--- src/rtl/mips_muldiv_unit.sv ---
// Iterative multiply/divide unit with architectural HI/LO for the MIPS datapath.
// One magnitude bit per RUN cycle, sign fix-up and HI/LO write in FIX.
module mips_muldiv_unit #(
  parameter int unsigned WIDTH = 32
) (
  input  logic             clk,
  input  logic             reset,
  input  logic             start,
  input  logic [5:0]       funct,
  input  logic [WIDTH-1:0] rs_data,
  input  logic [WIDTH-1:0] rt_data,
  output logic             busy,
  output logic             done,
  output logic             div_by_zero,
  output logic [WIDTH-1:0] hi,
  output logic [WIDTH-1:0] lo,
  output logic [WIDTH-1:0] result
);

  localparam int unsigned CW = $clog2(WIDTH);
  localparam int unsigned PW = 2 * WIDTH;

  localparam logic [5:0] F_MFHI = 6'b010000;
  localparam logic [5:0] F_MTHI = 6'b010001;
  localparam logic [5:0] F_MTLO = 6'b010011;

  typedef enum logic [1:0] {IDLE, RUN, FIX} state_t;

  state_t state, state_next;

  logic [CW-1:0]    cnt;
  logic             op_div, neg_q, neg_r, b_zero;
  logic [WIDTH-1:0] operand, acc_hi, acc_lo;

  logic             is_muldiv, op_signed, a_neg, b_neg;
  logic [WIDTH-1:0] a_mag, b_mag;
  logic [WIDTH:0]   add_sum, shifted;
  logic [WIDTH-1:0] diff, step_hi, step_lo, fix_hi, fix_lo;
  logic [PW-1:0]    product;

  // mult/multu/div/divu share funct[5:2]; bit1 selects divide, bit0 unsigned
  assign is_muldiv = (funct[5:2] == 4'b0110);
  assign op_signed = ~funct[0];
  assign a_neg     = op_signed & rs_data[WIDTH-1];
  assign b_neg     = op_signed & rt_data[WIDTH-1];
  assign a_mag     = a_neg ? (~rs_data + WIDTH'(1)) : rs_data;
  assign b_mag     = b_neg ? (~rt_data + WIDTH'(1)) : rt_data;

  assign result = (funct == F_MFHI) ? hi : lo;

  always_comb begin
    state_next = state;
    case (state)
      IDLE:    if (start && is_muldiv) state_next = RUN;
      RUN:     if (cnt == CW'(WIDTH - 1)) state_next = FIX;
      FIX:     state_next = IDLE;
      default: state_next = IDLE;
    endcase
  end

  // One iteration: shift-add multiply or restoring shift-subtract divide
  always_comb begin
    add_sum = {1'b0, acc_hi} + (acc_lo[0] ? {1'b0, operand} : '0);
    shifted = {acc_hi, acc_lo[WIDTH-1]};
    diff    = shifted[WIDTH-1:0] - operand;
    step_hi = add_sum[WIDTH:1];
    step_lo = {add_sum[0], acc_lo[WIDTH-1:1]};
    if (op_div) begin
      if (shifted >= {1'b0, operand}) begin
        step_hi = diff;
        step_lo = {acc_lo[WIDTH-2:0], 1'b1};
      end else begin
        step_hi = shifted[WIDTH-1:0];
        step_lo = {acc_lo[WIDTH-2:0], 1'b0};
      end
    end
  end

  // With a zero divisor every trial succeeds, so the remainder path ends
  // holding the dividend magnitude and its sign fix-up restores rs_data.
  always_comb begin
    product = neg_q ? (~{acc_hi, acc_lo} + PW'(1)) : {acc_hi, acc_lo};
    fix_hi  = product[PW-1:WIDTH];
    fix_lo  = product[WIDTH-1:0];
    if (op_div) begin
      fix_hi = neg_r ? (~acc_hi + WIDTH'(1)) : acc_hi;
      fix_lo = b_zero ? '1 : (neg_q ? (~acc_lo + WIDTH'(1)) : acc_lo);
    end
  end

  always_ff @(posedge clk) begin
    if (reset) begin
      state       <= IDLE;
      busy        <= 1'b0;
      done        <= 1'b0;
      div_by_zero <= 1'b0;
      hi          <= '0;
      lo          <= '0;
      cnt         <= '0;
      op_div      <= 1'b0;
      neg_q       <= 1'b0;
      neg_r       <= 1'b0;
      b_zero      <= 1'b0;
      operand     <= '0;
      acc_hi      <= '0;
      acc_lo      <= '0;
    end else begin
      state       <= state_next;
      busy        <= (state_next != IDLE);
      done        <= (state == FIX);
      div_by_zero <= (state == FIX) && op_div && b_zero;
      case (state)
        IDLE: begin
          if (start) begin
            if (is_muldiv) begin
              cnt     <= '0;
              op_div  <= funct[1];
              neg_q   <= a_neg ^ b_neg;
              neg_r   <= a_neg;
              b_zero  <= (rt_data == '0);
              operand <= funct[1] ? b_mag : a_mag;
              acc_hi  <= '0;
              acc_lo  <= funct[1] ? a_mag : b_mag;
            end else if (funct == F_MTHI) begin
              hi <= rs_data;
            end else if (funct == F_MTLO) begin
              lo <= rs_data;
            end
          end
        end
        RUN: begin
          cnt    <= cnt + CW'(1);
          acc_hi <= step_hi;
          acc_lo <= step_lo;
        end
        FIX: begin
          hi <= fix_hi;
          lo <= fix_lo;
        end
        default: ;
      endcase
    end
  end

endmodule

--- config.mk ---
export PLATFORM = sky130hd
export DESIGN_NAME = mips_muldiv_unit
export DESIGN_NICKNAME = d
export VERILOG_FILES = /design/src/rtl/mips_muldiv_unit.sv
export SDC_FILE = /design/constraint.sdc
export NUM_CORES = 1
export LEC_CHECK = 0
export CAP_MARGIN = 25
export CORE_MARGIN = 5
export CORE_UTILIZATION = 30
export CTS_CLUSTER_DIAMETER = 50
export DETAILED_ROUTE_END_ITERATION = 8
export GPL_ROUTABILITY_DRIVEN = 1
export GPL_TIMING_DRIVEN = 0
export PLACE_DENSITY_LB_ADDON = 0.05
export SETUP_SLACK_MARGIN = 0.05
export SYNTH_ARGS = -nofsm -noshare
export SYNTH_HDL_FRONTEND = slang
export SYNTH_SLANG_ARGS = --single-unit
--- constraint.sdc ---
create_clock -name clk -period 10.65 [get_ports clk]
set_input_delay 3.195 -clock clk [delete_from_list [all_inputs] [get_ports clk]]
set_output_delay 3.195 -clock clk [all_outputs]
set_load 0.02 [all_outputs]
==> results.py, run 1 <==
metrics = {
    "placement": {
        "place_ws_ps": 1360,
        "dp_hpwl_um": 60500,
        "gp_congestion": 0.951,
        "port_buffers": 169,
    },
    "clock_network": {
        "cts-resized-gates": 0,
        "cts_tree": "built",
        "clock_path_buffers": 2,
        "cts_sinks": 174,
        "cts_buffers": 17,
        "clock_latency_ps": 470,
        "cts-htree-levels": 4,
        "clkTransAtPathRegs_ps": 70,
        "ctsRootBufferMaster": "clkbuf_16",
        "postCtsSetupRepairBufs": 0,
        "hold_buffers": 0,
    },
    "setup_path": {
        "crit_top_cell": "clkdlybuf4s50_1",
        "arrival_ps": 6130,
        "cp-start-kind": "input port",
        "crit_fanout": 10,
        "crit_chain": "clkdlybuf4s50_1, clkbuf_1, nor2_1, nand2_1, buf_1, mux2_2, clkdlybuf4s50_1",
        "cp_slowest_cell": "clkdlybuf4s50_1",
        "worstPathRequired_ps": 7460,
        "critPathCaptureType": "primary output",
        "critPathKind": "in2out",
        "cpPeakStageDelay_ps": 550,
        "r2r_slack_ps": 5960,
        "crit_family": "buffers and inverters",
        "path_buf_inv": 4,
    },
    "floorplan": {
        "die_h_um": 231,
        "core-area_um2": 48700,
        "rows": 81,
        "start_util_pct": 30.2,
        "die_w_um": 231,
        "dieArea_um2": 53600,
        "io_pins": 172,
    },
    "yosys": {
        "netlist_area_um2": 14700,
        "synthFlopType": "dfxtp_1",
        "ys_warn_count": 0,
        "synth_cells": 1990,
        "ys_seq_area_share_pct": 23.7,
        "synthTopCellsByArea": "dfxtp_1 (24%), nor2_1 (6.5%), ha_1 (6.0%), xnor2_1 (5.3%), a21oi_1 (5.2%)",
        "synth_top_area_share_pct": 23.7,
        "avgSynthCellArea_um2": 7.39,
        "synth_top_cell_by_area": "dfxtp_1",
        "syn-num-nets": 2135,
        "synthArstFlopShare_pct": 0,
        "yosysUniqueCellTypes": 71,
        "synth-edff-count": 0,
        "synth-seq-cells": 174,
    },
    "timing": {
        "hold_viol": 0,
        "worst_pin_slew_ps": 1080,
        "finalCritPeriodShare_pct": 87.6,
        "min_period_ps": 9330,
        "fmax_mhz": 107,
        "slew_violations": 0,
        "fin_skew_ps": 16.7,
        "setup-violations-final": 0,
        "rsz0062_at_grt": "no",
        "finalSetupTns_ps": 0,
        "slew_headroom_pct": 28.0,
        "layout_setup_ws_ps": 1320,
    },
    "global_routing": {
        "met3_usage_pct": 2.96,
        "busiest_layer": "met2",
        "met2_usage_pct": 41.0,
        "groute.layer.met1.usage_pct": 39.3,
        "grt_pass1_wl_um": 106000,
        "antenna_found_initial": 0,
        "grt_use_total_pct": 26.4,
        "grt-ovfl-total": 0,
        "grt_pass1_vias": 15112,
        "grt_max_degree": 17,
    },
    "finish": {
        "final_cell_mix": "nor2_1 (254), nand2_1 (203), dfxtp_1 (174)",
        "syn_to_final_growth_pct": 21.3,
        "layout-drive-gt1-share_pct": 4.06,
        "final_net_count": 2323,
        "antenna_cells_inserted": 0,
        "final_common_cell": "nor2_1",
    },
    "routing": {
        "wl_um": 73400,
        "vias": 16132,
        "drtPass1Iterations": 5,
        "ant_nets": 0,
        "drt-initial-drc-count": 1307,
        "drc": 0,
        "wl_per_cell_um": 25.7,
        "drt-vias-per-instance": 5.65,
    },
    "hold_path": {
        "hp-class": "reg2reg",
    },
    "pwr": {
        "ir_drop_uv": 119,
        "power_density_nw_per_um2": 97.1,
        "power.leakage_nw": 6.48,
    },
    "job": {
        "drv_cap": 0,
    },
    "outcome": {
        "status": "complete, no violations",
    },
}
[logic make-up (layout without fill, tap and decap cells)]
kind of cell | count (synthesis) | count (layout) | synth area share, %
simple gates | 687 | 687 | 21.6
fa+ha+maj | 72 | 72 | 6.23
mux | 88 | 88 | 6.28
flops | 174 | 174 | 23.7
xor+xnor | 159 | 159 | 9.47
buf+inv | 194 | 394 | 4.98
compound gates | 616 | 616 | 27.8
[worst paths after layout]
| path | from | end | cells after the start |
|---|---|---|---|
| setup / recovery | funct[1] | result[16] | 7 |
| setup reg to reg | acc_lo[0]$_SDFFE_PP0P_ | acc_hi[30]$_SDFFE_PP0P_ | 14 |
| hold reg to reg | operand[9]$_SDFFE_PP0P_ | operand[9]$_SDFFE_PP0P_ | 2 |
| hold / removal | operand[9]$_SDFFE_PP0P_ | operand[9]$_SDFFE_PP0P_ | 2 |
[synth_stat cells, types with 5 or more instances]
library cell / n
xor2_1: 70
buf_1: 16
a221o_1: 10
nor4_1: 18
a21oi_1: 153
or4_1: 13
and3_1: 11
nor2_1: 254
o22ai_1: 6
o21bai_1: 6
nand4_1: 13
ha_1: 70
o211ai_1: 34
and2_1: 7
a221oi_1: 17
or3_1: 39
nand2_1: 203
o21ai_0: 125
a211o_1: 5
or2_2: 9
a311oi_1: 32
mux2i_1: 54
o31ai_1: 24
a31oi_1: 8
inv_1: 60
a21o_1: 29
o221ai_1: 10
o41ai_1: 18
xnor2_1: 89
a2111oi_0: 7
o21a_1: 10
clkbuf_1: 113
dfxtp_1: 174
nand2b_1: 20
nand3_1: 34
nor3_1: 25
mux2_2: 34
nor2b_1: 20
a211oi_1: 84
a22oi_1: 12
[sequential cells by signal (all words and copies together), names as in the netlist]
name	count
cnt	5
acc_lo	32
neg_q	1
acc_hi	32
neg_r	1
operand	32
lo	32
busy	1
b_zero	1
done	1
div_by_zero	1
op_div	1
hi	32
state	2
[through the flow]
step / area (µm²) / hold slack, ps / utilization [%] / cells / power (mW)
2_1_floorplan: 14700 / 432 / - / 1990 / 0.892
3_3_place_gp: 17200 / 446 / 35.3 / 2823 / 1.04
3_5_place_dp: 17200 / 451 / 35.3 / 2823 / 1.04
4_1_cts: 17800 / 461 / 36.6 / 2854 / 1.73
5_1_grt: 17800 / 477 / 36.6 / 2854 / 1.79
6_report: 17800 / 458 / 36.6 / 2854 / 1.73
[routing by layer]
| layer | part of all wire [%] | up-vias |
|---|---|---|
| met4 | 1.7 | 0 |
| li1 | - | 7660 |
| met1 | 49 | 7810 |
| met5 | 0 | - |
| met2 | 44 | 615 |
| met3 | 5.6 | 47 |
[cell type report]
| class | count | area, µm² |
|---|---|---|
| clock buffer | 18 | 439 |
| fill | 5258 | 30900 |
| buffer | 132 | 499 |
| tap | 664 | 831 |
| timing repair buffer | 169 | 1690 |
| clock inverter | 13 | 175 |
| inverter | 62 | 233 |
| multi-input combinational | 1622 | 10500 |
| sequential | 174 | 3480 |
[worst min-delay path, cell delays in order (launching register included)]
cell and delay [ps]:
dfxtp_1 310, nand2_1 50, a21oi_1 50
[where the power goes]
part           switching [mW]  internal [mW]  leakage [nW]  total [mW]
logic                   0.241          0.128          4.77       0.369
clock network           0.314          0.380         0.300       0.694
registers              0.0117          0.658          1.40       0.670
No activity file was read; power rests on OpenSTA's default activity.
==> inputs of run 2 (changes only) <==
--- a/config.mk
+++ b/config.mk
@@ -14,6 +14,7 @@
 export GPL_TIMING_DRIVEN = 0
 export PLACE_DENSITY_LB_ADDON = 0.05
 export SETUP_SLACK_MARGIN = 0.05
+export SLEW_MARGIN = 5
 export SYNTH_ARGS = -nofsm -noshare
 export SYNTH_HDL_FRONTEND = slang
 export SYNTH_SLANG_ARGS = --single-unit
==> results of run 2 <==
The final DEF is identical to that of run 1; final timing and power are the same.
==> inputs of run 3 (changes only) <==
--- a/config.mk
+++ b/config.mk
@@ -5,14 +5,13 @@
 export SDC_FILE = /design/constraint.sdc
 export NUM_CORES = 1
 export LEC_CHECK = 0
-export CAP_MARGIN = 25
 export CORE_MARGIN = 5
 export CORE_UTILIZATION = 30
 export CTS_CLUSTER_DIAMETER = 50
 export DETAILED_ROUTE_END_ITERATION = 8
 export GPL_ROUTABILITY_DRIVEN = 1
 export GPL_TIMING_DRIVEN = 0
-export PLACE_DENSITY_LB_ADDON = 0.05
+export PLACE_DENSITY = 0.49
 export SETUP_SLACK_MARGIN = 0.05
 export SLEW_MARGIN = 5
 export SYNTH_ARGS = -nofsm -noshare
==> constraint.sdc (replaced) <==
create_clock -name clk -period 10.65 [get_ports clk]
set_input_delay 3.195 -clock clk [delete_from_list [all_inputs] [get_ports clk]]
set_output_delay 3.195 -clock clk [all_outputs]
set_load 0.1 [all_outputs]
==> run 3 against run 2 <==
Combinational power increased by 3%. Cell area barely moved. Flip-flop and latch count unchanged. Largest cell class unchanged. Largest power group unchanged. Highest routed layer unchanged.
==> results.py, run 3 (same netlist as run 1, synthesis figures left out) <==
metrics = {
    "clock_network": {
        "cts_sinks": 174,
        "cts_buffers": 17,
        "cts-resized-gates": 0,
        "ctsRootBufferMaster": "clkbuf_16",
        "cts-htree-levels": 4,
        "clkTransAtPathRegs_ps": 70,
        "clock_path_buffers": 2,
        "hold_buffers": 0,
        "postCtsSetupRepairBufs": 0,
        "clock_latency_ps": 470,
        "cts_tree": "built",
    },
    "finish": {
        "layout-drive-gt1-share_pct": 4.06,
        "final_cell_mix": "nor2_1 (254), nand2_1 (203), dfxtp_1 (174)",
        "regArea_um2": 3480,
        "antenna_cells_inserted": 0,
        "multi_input_area_um2": 10500,
        "final_common_cell": "nor2_1",
        "fillers": 5225,
        "final_net_count": 2323,
        "syn_to_final_growth_pct": 21.4,
        "final_core_util_pct": 36.6,
    },
    "timing": {
        "setup-violations-final": 0,
        "slew_headroom_pct": 26.4,
        "worst_pin_slew_ps": 1100,
        "layout_setup_ws_ps": 766,
        "min_period_ps": 9880,
        "finalSetupTns_ps": 0,
        "hold_viol": 0,
        "slew_violations": 0,
        "fmax_mhz": 101,
        "fin_skew_ps": 18.3,
        "finalCritPeriodShare_pct": 92.8,
        "rsz0062_at_grt": "no",
    },
    "floorplan": {
        "dieArea_um2": 53600,
        "io_pins": 172,
        "die_h_um": 231,
        "rows": 81,
        "start_util_pct": 30.2,
        "die_w_um": 231,
        "core-area_um2": 48700,
    },
    "routing": {
        "ant_nets": 0,
        "drtPass1Iterations": 6,
        "drt-vias-per-instance": 5.80,
        "drc": 0,
        "wl_um": 70900,
        "vias": 16566,
        "wl_per_cell_um": 24.8,
        "drt-initial-drc-count": 1811,
    },
    "setup_path": {
        "critPathKind": "in2out",
        "arrival_ps": 6690,
        "cp-start-kind": "input port",
        "worstPathRequired_ps": 7460,
        "critPathCaptureType": "primary output",
        "crit_fanout": 10,
    },
    "job": {
        "drv_cap": 0,
    },
    "outcome": {
        "status": "complete, no violations",
    },
    "hold_path": {
        "hp-class": "reg2reg",
    },
    "global_routing": {
        "grt-ovfl-total": 0,
        "grt_pass1_vias": 15300,
        "grt_pass1_wl_um": 103000,
        "grt_use_total_pct": 25.3,
        "antenna_found_initial": 0,
        "grt_max_degree": 17,
    },
    "placement": {
        "place_ws_ps": 770,
        "port_buffers": 169,
        "gp_congestion": 0.927,
        "dp_hpwl_um": 57100,
    },
    "pwr": {
        "power_density_nw_per_um2": 99.0,
        "ir_drop_uv": 120,
        "power.leakage_nw": 6.48,
        "total_power_mw": 1.77,
    },
}
run 3: cell types whose count changed in the layout (fill, tap and decap cells not counted), sizes merged:
| cell | previous run | this run |
|---|---|---|
| bufinv | 3 | 4 |
| clkinv | 5 | 3 |
| clkinvlp | 1 | 3 |
run 3: path summary, 6_finish.rpt:
| kind | start | endpoint | slack [ps] | cells after the start |
|---|---|---|---|---|
| worst max-delay path | funct[1] | result[17] | 770 | 7 |
| worst min-delay path | operand[12]$_SDFFE_PP0P_ | operand[12]$_SDFFE_PP0P_ | 460 | 2 |
| worst max register to register | acc_lo[0]$_SDFFE_PP0P_ | acc_hi[30]$_SDFFE_PP0P_ | 6060 | 14 |
| worst min register to register | operand[12]$_SDFFE_PP0P_ | operand[12]$_SDFFE_PP0P_ | 460 | 2 |
run 3: final cells by class:
cell class | instances | share of cell area (%)
multi-input cells | 1622 | 58.7
flip-flops and latches | 174 | 19.5
repair buffers | 169 | 9.47
well taps | 664 | 4.65
plain buffers | 132 | 2.80
clock buffers | 18 | 2.40
inverters | 62 | 1.30
clock inverters | 14 | 1.13
run 3: power by group:
part | switching [mW] | leakage (nW) | internal (mW)
Sequential | 0.0115 | 1.40 | 0.658
Clock | 0.320 | 0.300 | 0.398
Combinational | 0.252 | 4.77 | 0.128
Total | 0.583 | 6.48 | 1.18
run 3: critical path, cell delays in order:
cell,delay (ps)
clkdlybuf4s50_1,580
clkbuf_1,510
nor2_1,110
nand2_1,300
buf_1,560
mux2_2,270
clkdlybuf4s50_1,1150
run 3: per-stage QoR:
stage | area [µm²] | hold slack, ps | std cells
final | 17900 | 457 | 2855
after detailed placement | 17200 | 451 | 2823
after global routing | 17900 | 476 | 2855
after CTS | 17900 | 460 | 2855
after floorplan | 14700 | 432 | 1990
after global placement | 17200 | 445 | 2823
run 3: per-layer routing:
layer | track usage [%] | up-vias | wire, µm
met1 | 35.9 | 8016 | 31900
met2 | 39.7 | 758 | 31100
li1 | - | 7678 | -
met5 | 0 | - | 0
met3 | 3.25 | 114 | 5310
met4 | 8.71 | 0 | 2520
